===== src/rtl/mips16_mem_pkg.sv =====
// rtl/mips16_mem_pkg.sv - shared widths, store buffer entry and FSM states for mem_port_master
package mips16_mem_pkg;

    localparam int ADDR_W = 8;
    localparam int DATA_W = 16;

    typedef struct packed {
        logic [ADDR_W-1:0] addr;
        logic [DATA_W-1:0] data;
    } sb_entry_t;

`ifdef STORE_FWD_EN
    typedef enum logic [1:0] {
        ST_IDLE,
        ST_LOAD
    } state_t;
`else
    typedef enum logic [1:0] {
        ST_IDLE,
        ST_LOAD,
        ST_DRAIN_WAIT
    } state_t;
`endif

endpackage


===== src/rtl/mem_port_master_store_buf.sv =====
// rtl/mem_port_master_store_buf.sv - posted-write store FIFO; STORE_FWD_EN adds a youngest-first address match port
module store_buf
    import mips16_mem_pkg::*;
#(
    parameter int DEPTH = 4
) (
    input  logic              clk,
    input  logic              rst,
    input  logic              push,
    input  sb_entry_t         push_entry,
    input  logic              pop,
    output sb_entry_t         head,
    output logic              full,
    output logic              empty
`ifdef STORE_FWD_EN
    ,
    input  logic [ADDR_W-1:0] match_addr,
    output logic              match_hit,
    output logic [DATA_W-1:0] match_data
`endif
);

    localparam int PW = $clog2(DEPTH);

    sb_entry_t   entries [DEPTH];
    logic [PW:0] wr_ptr;
    logic [PW:0] rd_ptr;

    // Extra pointer bit distinguishes full from empty when the indices coincide.
    assign empty = (wr_ptr == rd_ptr);
    assign full  = (wr_ptr[PW] != rd_ptr[PW]) && (wr_ptr[PW-1:0] == rd_ptr[PW-1:0]);
    assign head  = entries[rd_ptr[PW-1:0]];

    always_ff @(posedge clk) begin
        if (rst) begin
            wr_ptr <= '0;
            rd_ptr <= '0;
        end else begin
            if (push) wr_ptr <= wr_ptr + 1'b1;
            if (pop)  rd_ptr <= rd_ptr + 1'b1;
        end
    end

    always_ff @(posedge clk) begin
        if (push) entries[wr_ptr[PW-1:0]] <= push_entry;
    end

`ifdef STORE_FWD_EN
    logic [PW:0]   count;
    logic [PW-1:0] idx;

    assign count = wr_ptr - rd_ptr;

    // Scan oldest to youngest so a later hit overrides an earlier one.
    always_comb begin
        match_hit  = 1'b0;
        match_data = '0;
        idx        = '0;
        for (int i = 0; i < DEPTH; i++) begin
            idx = rd_ptr[PW-1:0] + PW'(i);
            if (((PW+1)'(i) < count) && (entries[idx].addr == match_addr)) begin
                match_hit  = 1'b1;
                match_data = entries[idx].data;
            end
        end
    end
`endif

endmodule


===== src/rtl/mem_port_master.sv =====
// rtl/mem_port_master.sv - data memory port initiator with posted store buffer; STORE_FWD_EN enables load forwarding
module mem_port_master
    import mips16_mem_pkg::*;
#(
    parameter int ADDR_W   = mips16_mem_pkg::ADDR_W,
    parameter int DATA_W   = mips16_mem_pkg::DATA_W,
    parameter int SB_DEPTH = 4
) (
    input  logic              clk,
    input  logic              rst,
    input  logic              req_valid,
    output logic              req_ready,
    input  logic              req_we,
    input  logic [ADDR_W-1:0] req_addr,
    input  logic [DATA_W-1:0] req_wdata,
    output logic              rsp_valid,
    output logic [DATA_W-1:0] rsp_rdata,
    output logic              sb_empty,
    input  logic              mem_gnt,
    output logic              mem_read,
    output logic              mem_write,
    output logic [31:0]       rw_addr,
    output logic [31:0]       w_data,
    input  logic [31:0]       r_data
);

    state_t            state, state_next;
    logic [ADDR_W-1:0] ld_addr, ld_addr_next;
    logic              accept, st_acc, ld_acc;
    logic              drain, push, pop;
    logic              sb_full;
    sb_entry_t         sb_head, in_entry, drain_entry;
    logic              unused_rdata;

    assign unused_rdata = ^r_data[31:DATA_W];

    assign req_ready = !rst && (state == ST_IDLE) && !sb_full;
    assign accept    = req_valid && req_ready;
    assign st_acc    = accept && req_we;
    assign ld_acc    = accept && !req_we;
    assign in_entry  = '{addr: req_addr, data: req_wdata};
    assign mem_read  = !rst && (state == ST_LOAD) && mem_gnt;

`ifdef STORE_FWD_EN
    logic              fwd_hit;
    logic [DATA_W-1:0] fwd_data;
`endif

    always_comb begin
        state_next   = state;
        ld_addr_next = ld_addr;
        case (state)
            ST_IDLE: begin
                if (ld_acc) begin
                    ld_addr_next = req_addr;
`ifdef STORE_FWD_EN
                    if (!fwd_hit) state_next = ST_LOAD;
`else
                    state_next = sb_empty ? ST_LOAD : ST_DRAIN_WAIT;
`endif
                end
            end
            ST_LOAD: if (mem_gnt) state_next = ST_IDLE;
`ifndef STORE_FWD_EN
            // Entering LOAD only once empty means the final write has already used the port.
            ST_DRAIN_WAIT: if (sb_empty) state_next = ST_LOAD;
`endif
            default: state_next = ST_IDLE;
        endcase
    end

    // An accepted store with an empty buffer bypasses straight onto the port.
    assign drain       = mem_gnt && (state_next != ST_LOAD) && (!sb_empty || st_acc);
    assign drain_entry = sb_empty ? in_entry : sb_head;
    assign pop         = drain && !sb_empty;
    assign push        = st_acc && !(sb_empty && drain);

    always_ff @(posedge clk) begin
        if (rst) begin
            state     <= ST_IDLE;
            ld_addr   <= '0;
            mem_write <= 1'b0;
            rw_addr   <= '0;
            w_data    <= '0;
            rsp_valid <= 1'b0;
            rsp_rdata <= '0;
        end else begin
            state     <= state_next;
            ld_addr   <= ld_addr_next;
            mem_write <= drain;
            rsp_valid <= 1'b0;
            if (drain) begin
                rw_addr <= 32'(drain_entry.addr);
                w_data  <= 32'(drain_entry.data);
            end else if (state_next == ST_LOAD) begin
                rw_addr <= 32'(ld_addr_next);
            end
            if ((state == ST_LOAD) && mem_gnt) begin
                rsp_valid <= 1'b1;
                rsp_rdata <= r_data[DATA_W-1:0];
            end
`ifdef STORE_FWD_EN
            if (ld_acc && fwd_hit) begin
                rsp_valid <= 1'b1;
                rsp_rdata <= fwd_data;
            end
`endif
        end
    end

    store_buf #(
        .DEPTH(SB_DEPTH)
    ) u_store_buf (
        .clk        (clk),
        .rst        (rst),
        .push       (push),
        .push_entry (in_entry),
        .pop        (pop),
        .head       (sb_head),
        .full       (sb_full),
        .empty      (sb_empty)
`ifdef STORE_FWD_EN
        ,
        .match_addr (req_addr),
        .match_hit  (fwd_hit),
        .match_data (fwd_data)
`endif
    );

endmodule


===== config.mk =====
export PLATFORM = sky130hd
export DESIGN_NAME = mem_port_master
export DESIGN_NICKNAME = d
export VERILOG_FILES = /design/src/rtl/mips16_mem_pkg.sv /design/src/rtl/mem_port_master_store_buf.sv /design/src/rtl/mem_port_master.sv
export SDC_FILE = /design/constraint.sdc
export NUM_CORES = 1
export LEC_CHECK = 0
export CORE_MARGIN = 5
export CORE_UTILIZATION = 45
export DETAILED_ROUTE_END_ITERATION = 10
export GPL_ROUTABILITY_DRIVEN = 0
export PLACE_DENSITY_LB_ADDON = 0.25
export SLEW_MARGIN = 25
export SYNTH_ARGS = -nofsm -noshare
export SYNTH_HDL_FRONTEND = slang
export SYNTH_SLANG_ARGS = --single-unit
export TNS_END_PERCENT = 10

===== constraint.sdc =====
create_clock -name clk -period 2.7 [get_ports clk]
set_clock_uncertainty 0.1 [all_clocks]
set_input_delay 0.54 -clock clk [delete_from_list [all_inputs] [get_ports clk]]
set_output_delay 0.54 -clock clk [all_outputs]
set_load 0.02 [all_outputs]

==> flow_summary.toml, run 1 <==
[synthesis]
seq_area_frac_synth_pct = 63.4
syn_inst = 476
avgSynthCellArea_um2 = 13.5
synth_adder_area_share_pct = 0.971
synth_top_family_by_area = "compound AO/OA/AOI/OAI gates"
synth-xor-area-share_pct = 1.20
synth_edf_count = 96
async_reset_ff_share_pct = 0
yosysWarnings = 0
synth_compound_area_share_pct = 9.71
synth_area_um2 = 6440
synth_mux_area_share_pct = 8.70
yosys_most_used_dff = "edfxtp_1"
ys_types = 45
ys_seq_elements = 156
synth-simple-area-share_pct = 8.88

[grt]
grt_usage_pct = 17.2
grt_pass1_wl_mm = 21.8
antenna_found_initial = 0
gr-total-overflow = 0
grt_max_degree = 34
grt_pass1_vias = 4095

[critical_path]
cp.arrival_ns = 1.88
r2r_cells = 8
cp_max_fo = 3
cp-end-kind = "output pin"
worstSetupStartpointType = "input pin"
crit_type = "in2out"
worst_ep_required_time_ns = 2.06

[final_layout]
multiInputGateArea_um2 = 2050
seqCellArea_um2 = 4090
drive_gt1_share_pct = 18.2
areaGrowthSynthToFinish_pct = 26.7
fill_cells = 1116
finish.net_count = 658
insertedDiodeCount = 0

[sta]
tightest_slew_ns = 0.707
min_period_over_period_pct = 93.2
slew_viol_final = 0
hold_violations = 0
rsz0062_at_grt = "no"
setup_violations = 0
fmax_ghz = 0.397
finalSetupTns_ns = 0
slew_headroom_pct = 52.6
fin_crit_ns = 2.52

[routing]
ant_nets = 0
viasPerCell = 5.03
drtPass1Iterations = 4
dr_total_vias = 3945
wire_per_inst_um = 17.6
drc = 0
routed_wl_mm = 13.8
drtIter0Drc = 282

[min_path]
holdCritPathClass = "reg2reg"
holdPathStages = 2

[power_and_ir_drop]
p_total_uw = 5610
p_per_area_nw_per_um2 = 687
ir_drop_mv = 0.463
p_leak_uw = 0.00289

[placed_design]
hpwlAfterDp_mm = 9.48
portBuffers = 89

[die]
rows = 43
boundaryPins = 146
die_area_um2 = 16800
die_w_um = 130
initial_core_util_pct = 46.2
dieHeight_um = 130
core-area_um2 = 13900

[clock_tree]
ctsHtreeMaxLevel = 4
clk_latency_ns = 0.42
root_buffer = "clkbuf_16"
clock-sinks = 156
numCtsBuffers = 17
cts_tree = "done"
clockBufferDepth = 2
clk_pin_slew_worst_paths_ns = 0.06

[outcome]
status = "completed"

[job]
maxCapViolations = 0
[where the power goes]
group | switching [µW] | total, µW | leakage [µW] | internal (µW)
registers | 35.1 | 2620 | 0.00135 | 2590
logic | 345 | 610 | 0.00124 | 265
clock network | 896 | 2380 | 0.000298 | 1480
total | 1280 | 5610 | 0.00289 | 4330
[layer usage]
layer / track usage (%) / vias up / wire length (µm)
met5: 0 / - / 0
met4: 5.99 / 0 / 150
met3: 4.00 / 11 / 838
met2: 27.9 / 114 / 6860
met1: 22.9 / 1926 / 5940
li1: - / 1894 / -
[path summary, 6_finish.rpt]
check / slack [ns] / end / startpoint
worst max-delay path: 0.18 / mem_read / mem_gnt
worst min-delay path: 0.35 / rsp_rdata[12] / rsp_rdata[12]
worst max register to register: 0.47 / rw_addr[0] / u_store_buf.wr_ptr[0]
worst min register to register: 0.35 / rsp_rdata[12] / rsp_rdata[12]
[flip-flops by register name, indices dropped and copies added (netlist names), named ones only]
register,cells
u_store_buf.entries,96
rsp_rdata,16
w_data,16
ld_addr,8
rw_addr,8
u_store_buf.rd_ptr,3
u_store_buf.wr_ptr,3
state,2
mem_write,1
rsp_valid,1
[critical path: stages]
cell and delay [ns]:
clkdlybuf4s50_1 0.49, nand3b_1 0.11, nor2_1 0.11, clkdlybuf4s50_1 0.63
[kinds of logic (layout without fill, tap and decap cells)]
group / after synthesis / after routing
xor+xnor: 8 / 8
buf+inv: 77 / 167
flops: 156 / 156
compound gates: 82 / 82
other cells: 1 / 40
simple gates: 121 / 121
mux: 26 / 26
fa+ha+maj: 5 / 5
[synth_stat cells, types with 2 or more instances]
| library cell | count | area (µm²) |
|---|---|---|
| or3_1 | 16 | 100 |
| buf_2 | 7 | 35.0 |
| edfxtp_1 | 96 | 2880 |
| nand2_1 | 52 | 195 |
| inv_1 | 12 | 45.0 |
| o21ai_0 | 17 | 85.1 |
| buf_1 | 2 | 7.51 |
| xor2_1 | 4 | 35.0 |
| buf_4 | 40 | 300 |
| nand3_1 | 4 | 20.0 |
| mux2i_1 | 2 | 20.0 |
| and2_1 | 6 | 37.5 |
| nor2_1 | 34 | 128 |
| a211oi_1 | 7 | 52.6 |
| xnor2_1 | 3 | 26.3 |
| ha_1 | 5 | 62.6 |
| a21oi_1 | 25 | 125 |
| a211oi_2 | 9 | 113 |
| dfxtp_1 | 60 | 1200 |
| a211o_1 | 8 | 70.1 |
| clkbuf_1 | 14 | 52.6 |
| o2bb2ai_1 | 7 | 61.3 |
| mux4_2 | 24 | 541 |
[placed cells by master, fill, tap and decap left out, drive strengths merged, types with 4 or more instances in the layout]
master / synthesis / final
o2bb2ai: 7 / 7
o21ai: 17 / 17
a21oi: 26 / 26
nand3: 5 / 5
ha: 5 / 5
conb: 1 / 40
clkdlybuf4s50: 0 / 86
or3: 16 / 16
a211o: 8 / 8
and2: 6 / 6
buf: 50 / 34
inv: 13 / 14
edfxtp: 96 / 96
nor2: 34 / 34
nand2: 53 / 53
mux4: 24 / 24
clkinv: 0 / 4
xor2: 4 / 4
dfxtp: 60 / 60
clkbuf: 14 / 24
xnor2: 4 / 4
a211oi: 17 / 17
[timing repair]
action	in CTS	in global routing
resized for setup	2	0
endpoints found under the setup margin	2	0
buffers inserted	0	0
hold buffers	0	0
[layout make-up]
| type | count | share of cell area, % |
|---|---|---|
| clock buffers | 24 | 6.56 |
| clock inverters | 8 | 0.920 |
| inverters | 13 | 0.598 |
| multi-input cells | 282 | 25.1 |
| flip-flops and latches | 156 | 50.1 |
| well taps | 180 | 2.76 |
| repair buffers | 122 | 14.0 |
[through the flow]
step | utilization (%) | cells | hold WS [ns] | setup slack (ns) | cell area, µm²
3_3_place_gp | 54.2 | 753 | 0.344 | 0.124 | 7550
6_report | 58.6 | 785 | 0.354 | 0.182 | 8160
4_1_cts | 58.6 | 785 | 0.357 | 0.113 | 8160
3_5_place_dp | 54.2 | 753 | 0.349 | 0.0731 | 7550
2_1_floorplan | - | 515 | 0.341 | 0.0141 | 6590
5_1_grt | 58.6 | 785 | 0.381 | 0.0397 | 8160
Power figures use the tool's default switching activity.
==> run 2, diff against run 1 <==
Clock period 2.7 ns to 3.2 ns, I/O delays scaled along.
==> run 2 against run 1 <==
Final area decreased by 0.64%. Register-to-register slack better by 0.37 ns. Non-clock buffer count shrank 10. Via count increased by 2.0%.
==> flow_summary.toml, run 2 (synthesis gave the netlist of run 1 again) <==
[clock_tree]
cts_resized = 0
clk_pin_slew_worst_paths_ns = 0.06
root_buffer = "clkbuf_16"
ctsHtreeMaxLevel = 4
post-cts-setup-buffer-count = 0
clock-sinks = 156
cts_tree = "done"
clockBufferDepth = 2
numCtsBuffers = 17
clk_latency_ns = 0.42
ctsHoldBuffers = 0

[critical_path]
worstSetupStartpointType = "flip-flop"
r2r_cells = 6
slowest_stage = "clkdlybuf4s50_1"
cp_num_buf_inv = 2
worst_ep_required_time_ns = 2.46
cp.arrival_ns = 2.33
cp_max_fo = 21
r2r-start = "u_store_buf.wr_ptr[2]"
cp-end-kind = "output pin"
rrSetupSlack_ns = 0.84
crit_type = "reg2out"
path_delay_family = "buffers and inverters"
startpoint = "u_store_buf.wr_ptr[2]"
rr_endpoint = "rw_addr[7]"
cp_num_cells = 4
crit_chain = "xnor2_2, nand3_2, inv_2, clkdlybuf4s50_1"
slowest_delay_ns = 0.70
crit_end = "sb_empty"

[routing]
top_layer_used = "met4"
routed-wl-met2_mm = 6.79
drtPass1Iterations = 4
wirelength_met1_mm = 5.85
ant_nets = 0
drc = 0
viasPerCell = 5.19
routed_wl_mm = 13.7
wire_per_inst_um = 17.7
dr_total_vias = 4024
drtIter0Drc = 310
route.met3.wl_um = 863

[grt]
grt_pass1_wl_mm = 21.4
grt_pass1_vias = 4039
grt_usage_pct = 16.8
gr-total-overflow = 0
antenna_found_initial = 0
grt_max_degree = 52

[placed_design]
portBuffers = 89
hpwlAfterDp_mm = 9.22
place_area_um2 = 7480
place_worst_setup_slack_ns = 0.339

[power_and_ir_drop]
combPwrFrac_pct = 10.4
p_per_area_nw_per_um2 = 596
p_sw_share_pct = 22.7
clock_power_share_pct = 43.7
switchingPower_uw = 1100
p_leak_uw = 0.00285
p_int_uw = 3730
pwr-share-seq_pct = 45.9
p_total_uw = 4830
ir_drop_mv = 0.415

[final_layout]
areaGrowthSynthToFinish_pct = 25.9
drive_gt1_share_pct = 17.0
finish.net_count = 648
final_cell_mix = "edfxtp_1, clkdlybuf4s50_1, dfxtp_1"
fin_area_um2 = 8110
largest_reg_flops = 96
final_common_cell = "edfxtp_1"
insertedDiodeCount = 0

[sta]
worst_slack_ns = 0.134
min_period_over_period_pct = 95.8
hold_violations = 0
slew_headroom_pct = 54.0
tightest_slew_ns = 0.689
slew_viol_final = 0
setup_violations = 0
rsz0062_at_grt = "no"
fmax_ghz = 0.326
finalSetupTns_ns = 0
fin_crit_ns = 3.07

[die]
initial_core_util_pct = 46.2
core-area_um2 = 13900
dieHeight_um = 130
die_w_um = 130
rows = 43
boundaryPins = 146
die_area_um2 = 16800

[outcome]
status = "completed"

[min_path]
holdCritPathClass = "reg2reg"

[job]
maxCapViolations = 0
-- run 2: changes by cell type in the layout (fill, tap and decap cells not counted), moves of 2 or more --
cell             previous run  this run
dlygate4sd2_1               2         0
bufinv_16                   1         3
buf_4                      32        22
clkinv_2                    3         5
clkdlybuf4s50_1            86        88
-- run 2: worst min-delay path by stage --
stage                        from       endpoint  slack, ns  cells after the start
floorplan              ld_addr[0]     ld_addr[0]       0.34                      2
global placement    rsp_rdata[10]  rsp_rdata[10]       0.34                      2
detailed placement   rsp_rdata[3]   rsp_rdata[3]       0.35                      2
CTS                  rsp_rdata[3]   rsp_rdata[3]       0.35                      2
global route         rsp_rdata[3]   rsp_rdata[3]       0.37                      2
finish              rsp_rdata[12]  rsp_rdata[12]       0.36                      2
-- run 2: tightest hold or removal path, stage by stage (launching register included) --
cell and delay (ns):
dfxtp_1 0.31, nand2_1 0.05, a21oi_1 0.05
-- run 2: layout make-up --
type / count / area [µm²]
multi-input combinational: 282 / 2050
tap: 180 / 225
fill: 1093 / 5830
clock inverter: 11 / 138
clock buffer: 21 / 493
sequential: 156 / 4090
inverter: 13 / 48.8
timing repair buffer: 112 / 1070
-- run 2: power by group through the flow --
stage          clock (µW)  combinational [µW]  sequential, µW
2_1_floorplan           0                 290            2300
3_3_place_gp            0                 495            2260
3_5_place_dp            0                 503            2260
4_1_cts              2140                 506            2220
5_1_grt              2230                 541            2230
6_report             2110                 503            2220
-- run 2: routing by layer --
metal	up-vias	global-route usage [%]
li1	1872	-
met1	2001	22.0
met2	130	27.5
met3	21	4.00
met4	0	6.11
met5	-	0
-- run 2: stage by stage --
step           std cells  utilization (%)  hold WS, ns
6_report             775             58.2        0.357
2_1_floorplan        515                -        0.341
3_5_place_dp         743             53.7        0.346
3_3_place_gp         743             53.7        0.344
5_1_grt              775             58.2        0.368
4_1_cts              775             58.2        0.355
